### src/rtl/rv_mc_pkg.sv
// Shared definitions for the multi-cycle RV32I controller: state codes,
// opcode values, datapath mux encodings and the immediate-format decoder.
package rv_mc_pkg;

    typedef logic [3:0] state_t;

    localparam state_t S_FETCH    = 4'd0;
    localparam state_t S_DECODE   = 4'd1;
    localparam state_t S_MEMADR   = 4'd2;
    localparam state_t S_MEMREAD  = 4'd3;
    localparam state_t S_MEMWB    = 4'd4;
    localparam state_t S_MEMWRITE = 4'd5;
    localparam state_t S_EXECR    = 4'd6;
    localparam state_t S_EXECI    = 4'd7;
    localparam state_t S_ALUWB    = 4'd8;
    localparam state_t S_BRANCH   = 4'd9;
    localparam state_t S_JAL      = 4'd10;
    localparam state_t S_JALR     = 4'd11;
    localparam state_t S_UPPER    = 4'd12;
    localparam state_t S_HALT     = 4'd13;

    localparam logic [6:0] OP_LOAD   = 7'b0000011;
    localparam logic [6:0] OP_STORE  = 7'b0100011;
    localparam logic [6:0] OP_RTYPE  = 7'b0110011;
    localparam logic [6:0] OP_ITYPE  = 7'b0010011;
    localparam logic [6:0] OP_BRANCH = 7'b1100011;
    localparam logic [6:0] OP_JAL    = 7'b1101111;
    localparam logic [6:0] OP_JALR   = 7'b1100111;
    localparam logic [6:0] OP_LUI    = 7'b0110111;
    localparam logic [6:0] OP_AUIPC  = 7'b0010111;

    localparam logic [1:0] RES_ALUOUT = 2'b00;
    localparam logic [1:0] RES_DATA   = 2'b01;
    localparam logic [1:0] RES_ALU    = 2'b10;

    localparam logic [1:0] SRCA_PC    = 2'b00;
    localparam logic [1:0] SRCA_OLDPC = 2'b01;
    localparam logic [1:0] SRCA_RS1   = 2'b10;
    localparam logic [1:0] SRCA_ZERO  = 2'b11;

    localparam logic [1:0] SRCB_RS2   = 2'b00;
    localparam logic [1:0] SRCB_IMM   = 2'b01;
    localparam logic [1:0] SRCB_FOUR  = 2'b10;

    localparam logic [1:0] ALU_ADD    = 2'b00;
    localparam logic [1:0] ALU_SUB    = 2'b01;
    localparam logic [1:0] ALU_FUNCT  = 2'b10;

    localparam logic [2:0] IMM_I = 3'b000;
    localparam logic [2:0] IMM_S = 3'b001;
    localparam logic [2:0] IMM_B = 3'b010;
    localparam logic [2:0] IMM_J = 3'b011;
    localparam logic [2:0] IMM_U = 3'b100;

    // Immediate format selected purely by opcode; unknown opcodes fall back to I.
    function automatic logic [2:0] imm_src_of(input logic [6:0] op);
        case (op)
            OP_STORE:          return IMM_S;
            OP_BRANCH:         return IMM_B;
            OP_JAL:            return IMM_J;
            OP_LUI, OP_AUIPC:  return IMM_U;
            default:           return IMM_I;
        endcase
    endfunction

    // True for every opcode the controller knows how to sequence.
    function automatic logic legal_op(input logic [6:0] op);
        case (op)
            OP_LOAD, OP_STORE, OP_RTYPE, OP_ITYPE, OP_BRANCH,
            OP_JAL, OP_JALR, OP_LUI, OP_AUIPC: return 1'b1;
            default:                           return 1'b0;
        endcase
    endfunction

endpackage

### src/rtl/mem_wait_timer.sv
// Memory watchdog: counts consecutive wait cycles of one memory access and
// flags expiry on the wait cycle that brings the count to MEM_TIMEOUT.
module mem_wait_timer
    import rv_mc_pkg::*;
#(
    parameter int MEM_TIMEOUT = 16
) (
    input  logic clk,
    input  logic reset,
    input  logic clr,
    input  logic wait_i,
    output logic expired
);

    generate
        if (MEM_TIMEOUT == 0) begin : gen_off
            assign expired = 1'b0;
        end else begin : gen_on
            localparam int CW = $clog2(MEM_TIMEOUT + 1);
            logic [CW-1:0] count;

            // Wait-cycle counter, cleared whenever no access is pending or one completes.
            always_ff @(posedge clk) begin
                if (reset || clr)
                    count <= '0;
                else if (wait_i)
                    count <= count + CW'(1);
            end

            assign expired = wait_i && (count == CW'(MEM_TIMEOUT - 1));
        end
    endgenerate

endmodule

### src/rtl/mc_control_fsm.sv
// Multi-cycle RV32I main controller: sequences fetch, decode, execute,
// memory and writeback, with memory ready handshake, a wait watchdog and
// a selectable policy for illegal opcodes (sticky halt or skip).
module mc_control_fsm
    import rv_mc_pkg::*;
#(
    parameter int MEM_TIMEOUT  = 16,
    parameter bit ILLEGAL_HALT = 1'b1
) (
    input  logic       clk,
    input  logic       reset,
    input  logic [6:0] op,
    input  logic       branch_taken,
    input  logic       mem_ready,
    output logic       mem_req,
    output logic       adr_src,
    output logic       mem_write,
    output logic       ir_write,
    output logic       pc_write,
    output logic       reg_write,
    output logic [1:0] result_src,
    output logic [1:0] alu_src_a,
    output logic [1:0] alu_src_b,
    output logic [1:0] alu_op,
    output logic [2:0] imm_src,
    output logic       trap,
    output logic       bus_err
);

    state_t state;
    state_t next_state;
    logic   trap_q;
    logic   bus_err_q;
    logic   in_mem;
    logic   wait_now;
    logic   expired;
    logic   illegal;

    assign in_mem   = (state == S_FETCH) || (state == S_MEMREAD) || (state == S_MEMWRITE);
    assign wait_now = in_mem && !mem_ready;
    assign illegal  = !legal_op(op);

    mem_wait_timer #(
        .MEM_TIMEOUT (MEM_TIMEOUT)
    ) u_timer (
        .clk     (clk),
        .reset   (reset),
        .clr     (!in_mem || mem_ready),
        .wait_i  (wait_now),
        .expired (expired)
    );

    // Next-state selection; a completed access always beats watchdog expiry.
    always_comb begin
        next_state = state;
        case (state)
            S_FETCH: begin
                if (mem_ready)    next_state = S_DECODE;
                else if (expired) next_state = S_HALT;
            end
            S_DECODE: begin
                case (op)
                    OP_LOAD, OP_STORE: next_state = S_MEMADR;
                    OP_RTYPE:          next_state = S_EXECR;
                    OP_ITYPE:          next_state = S_EXECI;
                    OP_BRANCH:         next_state = S_BRANCH;
                    OP_JAL:            next_state = S_JAL;
                    OP_JALR:           next_state = S_JALR;
                    OP_LUI, OP_AUIPC:  next_state = S_UPPER;
                    default:           next_state = ILLEGAL_HALT ? S_HALT : S_FETCH;
                endcase
            end
            S_MEMADR:   next_state = (op == OP_LOAD) ? S_MEMREAD : S_MEMWRITE;
            S_MEMREAD: begin
                if (mem_ready)    next_state = S_MEMWB;
                else if (expired) next_state = S_HALT;
            end
            S_MEMWB:    next_state = S_FETCH;
            S_MEMWRITE: begin
                if (mem_ready)    next_state = S_FETCH;
                else if (expired) next_state = S_HALT;
            end
            S_EXECR:    next_state = S_ALUWB;
            S_EXECI:    next_state = S_ALUWB;
            S_UPPER:    next_state = S_ALUWB;
            S_ALUWB:    next_state = S_FETCH;
            S_BRANCH:   next_state = S_FETCH;
            S_JALR:     next_state = S_JAL;
            S_JAL:      next_state = S_ALUWB;
            S_HALT:     next_state = S_HALT;
            default:    next_state = S_FETCH;
        endcase
    end

    // State register plus the sticky trap and bus-error flags.
    always_ff @(posedge clk) begin
        if (reset) begin
            state     <= S_FETCH;
            trap_q    <= 1'b0;
            bus_err_q <= 1'b0;
        end else begin
            state <= next_state;
            if (ILLEGAL_HALT && (state == S_DECODE) && illegal)
                trap_q <= 1'b1;
            if (expired)
                bus_err_q <= 1'b1;
        end
    end

    // Per-state datapath controls; everything is forced low while reset is high.
    always_comb begin
        mem_req    = 1'b0;
        adr_src    = 1'b0;
        mem_write  = 1'b0;
        ir_write   = 1'b0;
        pc_write   = 1'b0;
        reg_write  = 1'b0;
        result_src = RES_ALUOUT;
        alu_src_a  = SRCA_PC;
        alu_src_b  = SRCB_RS2;
        alu_op     = ALU_ADD;
        imm_src    = IMM_I;
        trap       = 1'b0;
        bus_err    = 1'b0;
        if (!reset) begin
            trap    = trap_q || ((state == S_DECODE) && illegal);
            bus_err = bus_err_q;
            if (state != S_HALT)
                imm_src = imm_src_of(op);
            case (state)
                S_FETCH: begin
                    mem_req    = 1'b1;
                    alu_src_b  = SRCB_FOUR;
                    result_src = RES_ALU;
                    ir_write   = mem_ready;
                    pc_write   = mem_ready;
                end
                S_DECODE: begin
                    alu_src_a = SRCA_OLDPC;
                    alu_src_b = SRCB_IMM;
                end
                S_MEMADR, S_JALR: begin
                    alu_src_a = SRCA_RS1;
                    alu_src_b = SRCB_IMM;
                end
                S_MEMREAD: begin
                    mem_req = 1'b1;
                    adr_src = 1'b1;
                end
                S_MEMWB: begin
                    result_src = RES_DATA;
                    reg_write  = 1'b1;
                end
                S_MEMWRITE: begin
                    mem_req   = 1'b1;
                    adr_src   = 1'b1;
                    mem_write = 1'b1;
                end
                S_EXECR: begin
                    alu_src_a = SRCA_RS1;
                    alu_op    = ALU_FUNCT;
                end
                S_EXECI: begin
                    alu_src_a = SRCA_RS1;
                    alu_src_b = SRCB_IMM;
                    alu_op    = ALU_FUNCT;
                end
                S_ALUWB: begin
                    reg_write = 1'b1;
                end
                S_BRANCH: begin
                    alu_src_a = SRCA_RS1;
                    alu_op    = ALU_SUB;
                    pc_write  = branch_taken;
                end
                S_JAL: begin
                    alu_src_a = SRCA_OLDPC;
                    alu_src_b = SRCB_FOUR;
                    pc_write  = 1'b1;
                end
                S_UPPER: begin
                    alu_src_a = (op == OP_AUIPC) ? SRCA_OLDPC : SRCA_ZERO;
                    alu_src_b = SRCB_IMM;
                end
                default: ;
            endcase
        end
    end

endmodule

### config.mk
export PLATFORM = sky130hd
export DESIGN_NAME = mc_control_fsm
export DESIGN_NICKNAME = d
export VERILOG_FILES = /design/src/rtl/rv_mc_pkg.sv /design/src/rtl/mem_wait_timer.sv /design/src/rtl/mc_control_fsm.sv
export SDC_FILE = /design/constraint.sdc
export NUM_CORES = 1
export LEC_CHECK = 0
export BUFFER_PORTS_ARGS = -buffer_cell sky130_fd_sc_hd__clkbuf_2
export CAP_MARGIN = 20
export CORE_AREA = 2 2 66 68
export DETAILED_ROUTE_END_ITERATION = 12
export DIE_AREA = 0 0 68 70
export PLACE_DENSITY = 0.42
export SYNTH_ARGS = -nofsm -noshare
export SYNTH_HDL_FRONTEND = slang
export SYNTH_SLANG_ARGS = --single-unit
### constraint.sdc
create_clock -name clk -period 1.6 [get_ports clk]
set_clock_uncertainty 0.15 [all_clocks]
set_input_delay 0.16 -clock clk [delete_from_list [all_inputs] [get_ports clk]]
set_output_delay 0.16 -clock clk [all_outputs]
set_load 0.01 [all_outputs]
==> flow_summary.yaml <==
synth:
  synth_warnings: 0
  synth_top_area_frac: 0.224
  synth-seq-area-share: 0.224
  yosysTopAreaCell: "dfxtp_1"
  synthMostInstantiatedCell: "nor2_1"
  synth_compound_area_frac: 0.242
  synth-xor-area-share: 0.0535
  synth_commonest_cells: "nor2_1, a21oi_1, dfxtp_1"
  synth_area_um2: 982
  synth.distinct_cells: 45
  yosys.area_share.simple: 0.363
  synth_top_family_by_area: "simple AND/OR/NAND/NOR gates"
  synth_fa_ha_area_frac: 0.0255
  synth_area_leaders: "dfxtp_1, nor2_1, a21oi_1"
  synth_edf_count: 0
  synth_nets: 148
  syn_inst: 135
  synth_seq_cells: 11
  muxShareOfSynthArea: 0.0204
  async_flop_share: 0
  synth.avg_cell_area_um2: 7.28
  synth_flop_cell: "dfxtp_1"
worst_hold_path:
  hold_start: "reset"
  worstHoldPathCells: 2
  hold_path.class: "input port to register"
  worstHoldEndpoint: "trap_q$_SDFFE_PP0P_"
clock_network:
  numCtsBuffers: 3
  clockBufferDepth: 2
  cts_hold_buf: 0
  cts_tree: "done"
  htreeDepth: 1
  root_buffer: "clkbuf_8"
  clkLatencyLatePin_ps: 230
  path_clk_slew_ps: 50
  clock_sinks: 11
die:
  ioPinCount: 30
  initial_core_util: 0.237
  core-area_mm2: 0.00414
  fp-row-count: 24
  die_x_um: 68
  die_area_mm2: 0.00476
  dieHeight_um: 70
finish:
  final_cell_area_mm2: 0.00172
  n_fill_cell: 443
  antennaDiodeCount: 0
  syn_to_final_growth_pct: 75.3
  nets: 212
  drive_gt1_frac: 0.551
global_route:
  grt_overflow: 0
  antenna_found_initial: 0
  grt_usage: 0.134
  first_global_vias: 1148
  grt_max_degree: 23
  grt_pass1_wl_mm: 5.11
critical_path:
  critPathMaxFanout: 2
  crit_family: "simple AND/OR/NAND/NOR gates"
  cp-end-kind: "output port"
  r2r-start: "state[2]$_SDFF_PP0_"
  cp_num_buf_inv: 1
  r2r-end: "state[2]$_SDFF_PP0_"
  rr_worst_depth: 6
  rrSetupSlack_ps: -170
  cp-start-kind: "register"
  cp_cell_sequence: "or4b_4 > a2111o_1 > a21oi_2 > buf_2"
  cpMaxStageDelayCell: "or4b_4"
  startpoint: "state[2]$_SDFF_PP0_"
  arrival_ps: 1660
  cp_data_required_time_ps: 1290
  path_class: "register to output port"
  max_stage_delay_ps: 530
sta:
  clock.fmax_ghz: 0.508
  slew_violations: 0
  rsz0062_at_grt: "yes"
  layout_setup_ws_ps: -368
  final.period_utilization: 1.23
  final_hold_viol_count: 0
  worst_pin_slew_ps: 297
  setup_violations: 19
  period_minus_slack_ps: 1970
  slew_headroom: 0.800
route:
  wl_mm: 3.17
  vias: 1203
  post-route-drc-count: 0
  route.met3.wl_um: 73
  routedWlPerCell_um: 12.7
  wl_met2_mm: 1.64
  drt_iter0_drc: 58
  viasPerCell: 4.81
  met1_length_mm: 1.45
  highest_layer: "met4"
  dr.pass1.iters: 4
  ant_nets: 0
power_and_ir_drop:
  swShare: 0.376
  powerDensity_mw_per_mm2: 984
  p_int_mw: 1.06
  ir_worst_vdd_uv: 667
  leakagePower_nw: 0.742
  p_clk_frac: 0.157
  switching_power_uw: 637
  seq_power_share: 0.200
  comb_power_share: 0.643
flow_run:
  maxCapViolCount: 0
status:
  status: "finished with violations"
  violations: "setup timing"
placement:
  dp_hpwl_mm: 2.27
  pre_cts_slack_ps: -155
  placed_area_mm2: 0.00137
  gp_congestion: 0.807
  io_buffers: 29
## what timing repair did
action	4_1_cts	5_1_grt
pin swaps	1	16
setup buffers	4	8
endpoints found under the setup margin	21	29
gates cloned	0	2
resized for setup	18	48
## cells in the final DEF, fill, tap and decap left out, types with 2 or more instances in the layout
cell type	netlist	final
nand2b_1	3	2
a21oi_2	0	4
and3_1	2	2
nand3b_1	6	6
clkbuf_8	0	3
clkbuf_2	0	14
xnor2_1	2	2
nor3_2	0	2
nor3_1	8	5
a21oi_1	11	7
dfxtp_1	11	8
dfxtp_2	0	2
nand2_1	9	8
buf_6	1	11
nor2b_4	0	3
buf_4	1	29
buf_2	2	13
mux2i_1	2	2
nor4_2	0	2
nor2_1	19	16
xor2_1	4	3
nor2b_1	5	2
a31oi_1	5	5
inv_1	5	5
or3_4	0	2
nor2_4	0	3
## area by class of cell
cell class              count  area [um^2]  share of cell area
multi-input cells         109          861               0.500
flip-flops and latches     11          226               0.132
clock buffers               3         41.3              0.0240
well taps                  52         65.1              0.0378
inverters                   5         18.8              0.0109
clock inverters             1         5.00             0.00291
repair buffers             69          504               0.293
## metrics by stage
stage	cells	TNS, ps	power (mW)	hold slack (ps)	utilization
final	250	-3530	1.69	87.3	0.415
after global routing	250	-5480	1.83	120	0.415
after CTS	241	-4060	1.50	73.1	0.369
after detailed placement	233	-1090	1.12	312	0.329
after global placement	233	-851	1.11	304	0.329
after floorplan	135	-223	0.797	128	-
## worst reg2reg max path: stages (launching register included)
cell and delay, ps:
dfxtp_1 300, or4b_4 530, buf_4 150, buf_6 120, nor4b_4 260, a21oi_2 60, a41oi_2 120
## layer usage
metal,up-vias,global-route usage
met5,-,0
met4,0,0.0444
met3,2,0.0113
met2,16,0.233
met1,567,0.167
li1,618,-
## how the worst max path moves through the flow
stage / endpoint / slack (ps) / depth (start not counted)
finish: trap / -370 / 4
global placement: trap / -130 / 4
detailed placement: state[2]$_SDFF_PP0_ / -150 / 5
CTS: trap / -390 / 4
floorplan: trap / -160 / 4
global route: trap / -430 / 4
## power by group through the flow
stage / Sequential [mW] / Combinational, mW / Clock (mW)
2_1_floorplan: 0.329 / 0.469 / 0
3_3_place_gp: 0.331 / 0.776 / 0
3_5_place_dp: 0.331 / 0.785 / 0
4_1_cts: 0.327 / 0.887 / 0.281
5_1_grt: 0.341 / 1.19 / 0.300
6_report: 0.339 / 1.09 / 0.266
## kinds of logic (layout without fill, tap and decap cells)
logic type | count (synthesis) | count (layout)
muxes | 2 | 2
adders and majority gates | 2 | 2
xor gates and xnor gates | 6 | 6
and+or+nand+nor | 66 | 66
AOI/OAI and AO/OA | 33 | 33
DFF | 11 | 11
buffers and inverters | 15 | 78
## flip-flops by register name, indices dropped and copies added, names as in the netlist
name                  count
u_timer.gen_on.count      5
state                     4
bus_err_q                 1
trap_q                    1
Note: power is estimated with default switching activity, not from simulation.
